===== config.mk =====
export PLATFORM = sky130hd
export DESIGN_NAME = tx_fifo_rptr_sync_w
export DESIGN_NICKNAME = d
export VERILOG_FILES = /design/src/rtl/tx_fifo_rptr_sync_w_pkg.sv /design/src/rtl/tx_fifo_rptr_sync_w_gray_to_binary.sv /design/src/rtl/tx_fifo_rptr_sync_w.sv
export SDC_FILE = /design/constraint.sdc
export NUM_CORES = 1
export LEC_CHECK = 0
export ABC_AREA = 1
export BUFFER_PORTS_ARGS = -buffer_cell sky130_fd_sc_hd__buf_2
export CORE_ASPECT_RATIO = 0.8
export CORE_MARGIN = 2
export CORE_UTILIZATION = 48
export DETAILED_ROUTE_END_ITERATION = 12
export PLACE_DENSITY = 0.85
export SLEW_MARGIN = 10
export SYNTH_ARGS = -nofsm -noshare
export SYNTH_HDL_FRONTEND = slang
export SYNTH_SLANG_ARGS = --single-unit

===== constraint.sdc =====
create_clock -name w_clk -period 1.9 [get_ports w_clk]
set_input_delay 0.475 -clock w_clk [delete_from_list [all_inputs] [get_ports w_clk]]
set_output_delay 0.475 -clock w_clk [all_outputs]
set_load 0.02 [all_outputs]

===== src/rtl/tx_fifo_rptr_sync_w_pkg.sv =====
// tx_fifo_rptr_sync_w_pkg: shared pointer-width define, synchronizer default and depth helper
//   `TX_POINTER      default FIFO pointer width including the wrap bit
//   TX_POINTER_W     package copy of `TX_POINTER
//   SYNC_STAGES_DEF  default synchronizer depth
//   depth_of(pw)     FIFO depth for a pointer width, 2**(pw-1)
`ifndef TX_POINTER
`define TX_POINTER 4
`endif
package tx_fifo_rptr_sync_w_pkg;
   localparam int TX_POINTER_W    = `TX_POINTER;
   localparam int SYNC_STAGES_DEF = 2;
   function automatic int depth_of(input int pw);
      return 1 << (pw - 1);
   endfunction
endpackage


===== src/rtl/tx_fifo_rptr_sync_w_gray_to_binary.sv =====
// gray_to_binary: combinational gray-to-binary conversion, counterpart of binary_to_gray
//   gray  in   PW  gray-coded value
//   bin   out  PW  binary value; bin[i] is the XOR of gray[PW-1:i]
module gray_to_binary
   import tx_fifo_rptr_sync_w_pkg::*;
#(
   parameter int PW = TX_POINTER_W
) (
   input  logic [PW-1:0] gray,
   output logic [PW-1:0] bin
);
   for (genvar i = 0; i < PW; i++) begin : g_bit
      assign bin[i] = ^gray[PW-1:i];
   end
endmodule


===== src/rtl/tx_fifo_rptr_sync_w.sv =====
// tx_fifo_rptr_sync_w: write-domain read-pointer synchronizer with level, full and overflow flags
//   w_clk            in   1   write-domain clock
//   wrst_n           in   1   asynchronous active-low reset
//   gray_rptr_async  in   PW  gray read pointer from r_clk, unsynchronized
//   gray_wptr        in   PW  gray write pointer, w_clk domain
//   winc             in   1   write attempt this cycle
//   ov_clr           in   1   synchronous clear of woverflow
//   gray_rptr_sync   out  PW  synchronized gray read pointer
//   wfull            out  1   combinational full flag
//   walmost_full     out  1   registered, wlevel >= AFULL_LVL
//   wlevel           out  PW  registered occupancy 0..DEPTH
//   woverflow        out  1   sticky write-while-full flag
module tx_fifo_rptr_sync_w
   import tx_fifo_rptr_sync_w_pkg::*;
#(
   parameter int POINTER_WIDTH = TX_POINTER_W,
   parameter int SYNC_STAGES   = SYNC_STAGES_DEF,
   parameter int AFULL_LVL     = depth_of(POINTER_WIDTH) - 2
) (
   input  logic                     w_clk,
   input  logic                     wrst_n,
   input  logic [POINTER_WIDTH-1:0] gray_rptr_async,
   input  logic [POINTER_WIDTH-1:0] gray_wptr,
   input  logic                     winc,
   input  logic                     ov_clr,
   output logic [POINTER_WIDTH-1:0] gray_rptr_sync,
   output logic                     wfull,
   output logic                     walmost_full,
   output logic [POINTER_WIDTH-1:0] wlevel,
   output logic                     woverflow
);
   localparam int PW = POINTER_WIDTH;
   localparam logic [PW-1:0] AFULL_V = PW'(AFULL_LVL);
   logic [PW-1:0] rbin, wbin, rbin_q, level_next;
   for (genvar s = 0; s < SYNC_STAGES; s++) begin : g_sync
      logic [PW-1:0] d, q;
      if (s == 0) begin : g_first
         assign d = gray_rptr_async;
      end else begin : g_next
         assign d = g_sync[s-1].q;
      end
      always_ff @(posedge w_clk or negedge wrst_n)
         if (!wrst_n) q <= '0;
         else q <= d;
   end
   assign gray_rptr_sync = g_sync[SYNC_STAGES-1].q;
   // gray full pattern: top two bits inverted, remaining bits equal
   assign wfull = (gray_wptr[PW-1:PW-2] == ~gray_rptr_sync[PW-1:PW-2]) &&
                  (gray_wptr[PW-3:0] == gray_rptr_sync[PW-3:0]);
   gray_to_binary #(.PW(PW)) u_rg2b (.gray(gray_rptr_sync), .bin(rbin));
   gray_to_binary #(.PW(PW)) u_wg2b (.gray(gray_wptr), .bin(wbin));
   // modulo subtraction absorbs pointer wrap
   assign level_next = wbin - rbin_q;
   always_ff @(posedge w_clk or negedge wrst_n)
      if (!wrst_n) begin
         rbin_q       <= '0;
         wlevel       <= '0;
         walmost_full <= 1'b0;
         woverflow    <= 1'b0;
      end else begin
         rbin_q       <= rbin;
         wlevel       <= level_next;
         walmost_full <= level_next >= AFULL_V;
         woverflow    <= (winc && wfull) ? 1'b1 : ov_clr ? 1'b0 : woverflow;
      end
endmodule


Word level (Yosys, flattened, before mapping). Cells that the tools add are included.

Bits of input ports: 12. Logic and storage cells: 22. Register bits: 18. Output and inout port bits: 11.

Add/sub/neg operators: 1. Bitwise operators: 1. $lt $le $gt $ge: 1. Reductions and logical operators: 9. Mux-type cells: 2. Equal/unequal tests: 2.

Operators with widths (count): parity 4 bit (2); parity 3 bit (2); equality test 2 bit (2); >= comparator 4 x 3 -> 1 bit, second input constant (1); parity 2 bit (2); subtractor 4 bit (1); logical AND 1 bit (2); 2-to-1 mux 1 bit (2); NOT 2 bit (1); nonzero test 2 bit (1).

Longest topological paths before layout.
Word-level depth: 5. Mapped depth: 9. Mapped depth without buffers: 8.

Modules after synthesis. A second synthesis with hierarchy kept.

Cell total of the unflattened synthesis: 108. Area, all modules: 874.6 sq um.

By module, submodules not included: tx_fifo_rptr_sync_w (cells each 66, seq. area each 450.4 sq um, instances 1, area each 694.4 sq um); gray_to_binary (cells each 21, seq. area each 0.0 sq um, instances 2, area each 90.1 sq um).

Worst setup path after synthesis. OpenSTA, ideal clock, no wires.

Path type: input port to flip-flop. From: input port gray_wptr[3]. To: register walmost_full. Arrival: 1807 ps. Stages on the path: 9. Library setup time: 126 ps. Path buffers: 1. Setup slack: -33 ps. Data required time: 1774 ps. Cells stage by stage: clkbuf_2 > xnor2_1 > xnor2_1 > ha_1 > inv_1 > fa_1 > xor2_1 > nand2_1 > nand3_1.

Word-level cells in the longest chain between the ends: 3. Elaborated cells between the ends (all ways): 5. Classes of those cells: 1 x add/sub; 1 x order compare; 3 x reduce/logical.

RTL lines: from (decl) (line tx_fifo_rptr_sync_w.sv:23) `input logic [POINTER_WIDTH-1:0] gray_wptr,`; parity 4 bit, or another cell as far along (line tx_fifo_rptr_sync_w_gray_to_binary.sv:13) `assign bin[i] = ^gray[PW-1:i];`; subtractor 4 bit (*) (line tx_fifo_rptr_sync_w.sv:53) `assign level_next = wbin - rbin_q;`; via level_next[2] (line tx_fifo_rptr_sync_w.sv:34) `logic [PW-1:0] rbin, wbin, rbin_q, level_next;`; >= comparator 4 x 3 -> 1 bit (*) (line tx_fifo_rptr_sync_w.sv:63) `walmost_full <= level_next >= AFULL_V;`; to (signal assigned) (line tx_fifo_rptr_sync_w.sv:58) `walmost_full <= 1'b0;`; to (signal assigned) (line tx_fifo_rptr_sync_w.sv:63); to (decl) (line tx_fifo_rptr_sync_w.sv:28) `output logic walmost_full,`.

Mark *: on every way through the listed nets, which the timed path passes. The rest lies on a longest branch. A chain may end at the register's enable or synchronous reset.

Worst setup path after layout.
From: input port gray_wptr[3]. To: output port wfull.

Word-level cells in the longest chain between the ends: 2.

RTL lines: equality test 2 bit (line tx_fifo_rptr_sync_w.sv:48) `assign wfull = (gray_wptr[PW-1:PW-2] == ~gray_rptr_sync[PW-1:PW-2]) &&`; logical AND 1 bit (line tx_fifo_rptr_sync_w.sv:48); to (decl) (line tx_fifo_rptr_sync_w.sv:27) `output logic wfull,`.

Every way passes these cells.

==> qor.yml <==
layout:
  core_util_final_pct: 62.8
  flow.area_growth_from_synthesis_pct: 26.5
  n_antenna_cell: 0
  layoutNonFillerInstCount: 126
  drive_gt1_share_pct: 32.7
  n_fill_cell: 138
  nNetsFinal: 121
placed_design:
  io_buffer_count: 22
  place.gp.congestion: 0.759
  place_worst_setup_slack_ns: -0.144
  place.detailed.instances: 122
  dpl_hpwl_mm: 1.04
setup_path:
  timing.rr.end: "walmost_full$_DFF_PN0_"
  regToRegSetupSlack_ns: 0.54
  timing.critical_path.from_type: "primary input"
  endpoint_kind: "output pin"
  rr_startpoint: "rbin_q[0]$_DFF_PN0_"
  r2r_cells: 6
  setup.worst_path.class: "primary input to output pin"
  worst_path_arrival_time_ns: 1.34
  worst_ep_required_time_ns: 1.42
  critical_path.max_fanout: 4
power:
  power.ir.vdd_worst_uv: 738
  cellPowerDensity_nw_per_um2: 1000
  leakage_nw: 0.558
hold_path:
  worstHoldPathType: "primary input to asynchronous set/reset pin"
sta:
  setup_ws_ns: 0.0837
  period_utilisation_layout_pct: 95.6
  timing_worst_slew_pin_value_ns: 0.381
  final_report_setup_violation_count: 0
  rsz0062_at_grt: "false"
  timing.final.hold_violations: 0
  clock-skew-final_ns: 0.00359
  max_freq_ghz: 0.551
  period_needed_ns: 1.82
  slew_hr_pct: 74.6
  final_max_slew_viol_count: 0
clock_network:
  clockBufferDepth: 2
  h_tree_depth_reported_by_cts: 1
  path_clk_slew_ns: 0.10
  clock_insertion_delay_worst_skew_ns: 0.30
  cts_tree: "yes"
  cts.sink_count: 18
  cts_inserted_buffers: 3
  ctsRootBufferMaster: "clkbuf_4"
  cts.repair_timing.setup_buffer_count: 0
drt:
  detailedRoute.firstIterationViolations: 3
  drt-wirelength-per-cell_um: 9.94
  drt_wl_total_mm: 1.25
  detailedRoute.firstPassIterationCount: 4
  vias_per_cell: 4.50
  detail-route-antenna-nets: 0
  remaining_drc_errors: 0
  vias: 567
floorplanning:
  initial_core_util_pct: 49.6
  row_count: 13
  number_of_placed_i_o_pins: 23
  coreArea_um2: 1580
  floorplan.die.height_um: 40.1
  die_width_um: 49.2
  fp.dieArea_um2: 1970
yosys:
  synthDistinctLibCells: 14
  synth_top_area_share_pct: 57.5
  synth_nets: 91
  instance_count_of_the_mapped_netlist: 75
  synth_seq_cells: 18
  synth_area_leader_cell: "dfrtp_1"
  synth_area_leaders: "dfrtp_1, nand2_1, inv_1"
  syn_area_um2: 783
  ys_seq_area_share_pct: 57.5
  postSynthAreaPerCell_um2: 10.4
  ys.warnings.count: 0
global_route:
  grt_antenna_before_repair: 0
  globalRouteOverflowTotal: 0
  grt_max_degree: 19
  number_of_global_route_vias_before_repair: 519
  globalRouteTotalUtil_pct: 15.0
  grt_first_pass_wirelength_mm: 2.01
run_status:
  outcome: "completed"
job:
  cap_viol_max_count: 0
[kinds of logic (layout without fill, tap and decap cells)]
kind of cell               Yosys count  after routing  share of synthesized area, %
AOI/OAI and AO/OA                    1              1                         0.638
adders and majority gates            4              4                          7.35
xor gates and xnor gates            11             11                          13.3
DFF                                 18             18                          57.5
and+or+nand+nor                     25             25                          12.9
buffers and inverters               16             45                          8.31
[Yosys cell counts]
master / n
xor2_1: 4
xor2_2: 1
clkbuf_2: 1
dfrtp_1: 18
ha_1: 3
xnor2_1: 6
and2_1: 1
a21oi_1: 1
fa_1: 1
inv_1: 14
nor2_1: 2
nand3_1: 4
buf_4: 1
nand2_1: 18
[routing by layer]
metal  up-vias  share of wire, %  GRT usage, %
met5         -                 0             0
met4         0               1.1          4.29
met3         2               8.9          7.46
met2        23                57          33.1
met1       263                33          11.8
li1        279                 -             -
[critical path, cell delays in order]
cell and delay [ns]:
buf_2 0.12, buf_4 0.14, inv_1 0.06, nand2_1 0.07, nand2_1 0.05, nor2_1 0.13, and2_1 0.14, buf_2 0.15
[worst max path at each step]
| stage | slack, ns | cells after the start | startpoint | to |
|---|---|---|---|---|
| floorplan | 0.002 | 9 | gray_wptr[3] | walmost_full$_DFF_PN0_ |
| global placement | -0.08 | 9 | gray_wptr[1] | walmost_full$_DFF_PN0_ |
| detailed placement | -0.14 | 9 | gray_wptr[1] | walmost_full$_DFF_PN0_ |
| CTS | 0.04 | 6 | gray_rptr_sync[3]$_DFF_PN0_ | wfull |
| global route | 0.003 | 6 | gray_rptr_sync[2]$_DFF_PN0_ | wfull |
| finish | 0.08 | 8 | gray_wptr[3] | wfull |
[cells in the final DEF (no fill, tap or decap), drive strengths merged]
cell type,instances
dfrtp,18
inv,14
xnor2,6
buf,27
nor2,2
ha,3
nand3,4
and2,1
clkbuf,4
a21oi,1
xor2,5
nand2,18
fa,1
[cell type report]
class,count,area [um2],area share (%)
Clock buffer,4,36.3,3.66
Multi-Input combinational cell,41,275,27.8
Timing Repair Buffer,27,148,14.9
Tap cell,22,27.5,2.78
Sequential cell,18,452,45.6
Inverter,14,52.6,5.30
[power by group]
group	internal, W	total [W]	leakage, nW	switching (W)
Clock	0.000117	0.000233	0.0210	0.000116
Combinational	0.000112	0.000289	0.327	0.000177
Sequential	0.000449	0.000470	0.211	0.0000210
[state kept, by name, indices dropped and copies added (netlist names)]
signal and flops:
g_sync.q 4, gray_rptr_sync 4, rbin_q 4, wlevel 4
walmost_full 1, woverflow 1
[through the flow]
stage	hold slack (ns)	area, um2	setup TNS, ns	total power (W)
finish	0.0779	991	0	0.000992
global route	0.0898	991	0	0.00105
CTS	0.0895	990	0	0.00101
detailed placement	0.336	953	-0.145	0.000774
global placement	0.332	953	-0.0850	0.000758
floorplan	0.179	791	0	0.000666
[timing repair]
| item | CTS | global route |
|---|---|---|
| resized for setup | 0 | 1 |
| setup endpoints to repair | 0 | 1 |
| hold endpoints to repair | 0 | 0 |
| hold buffers | 0 | 0 |
(Power assumes the default switching activity.)
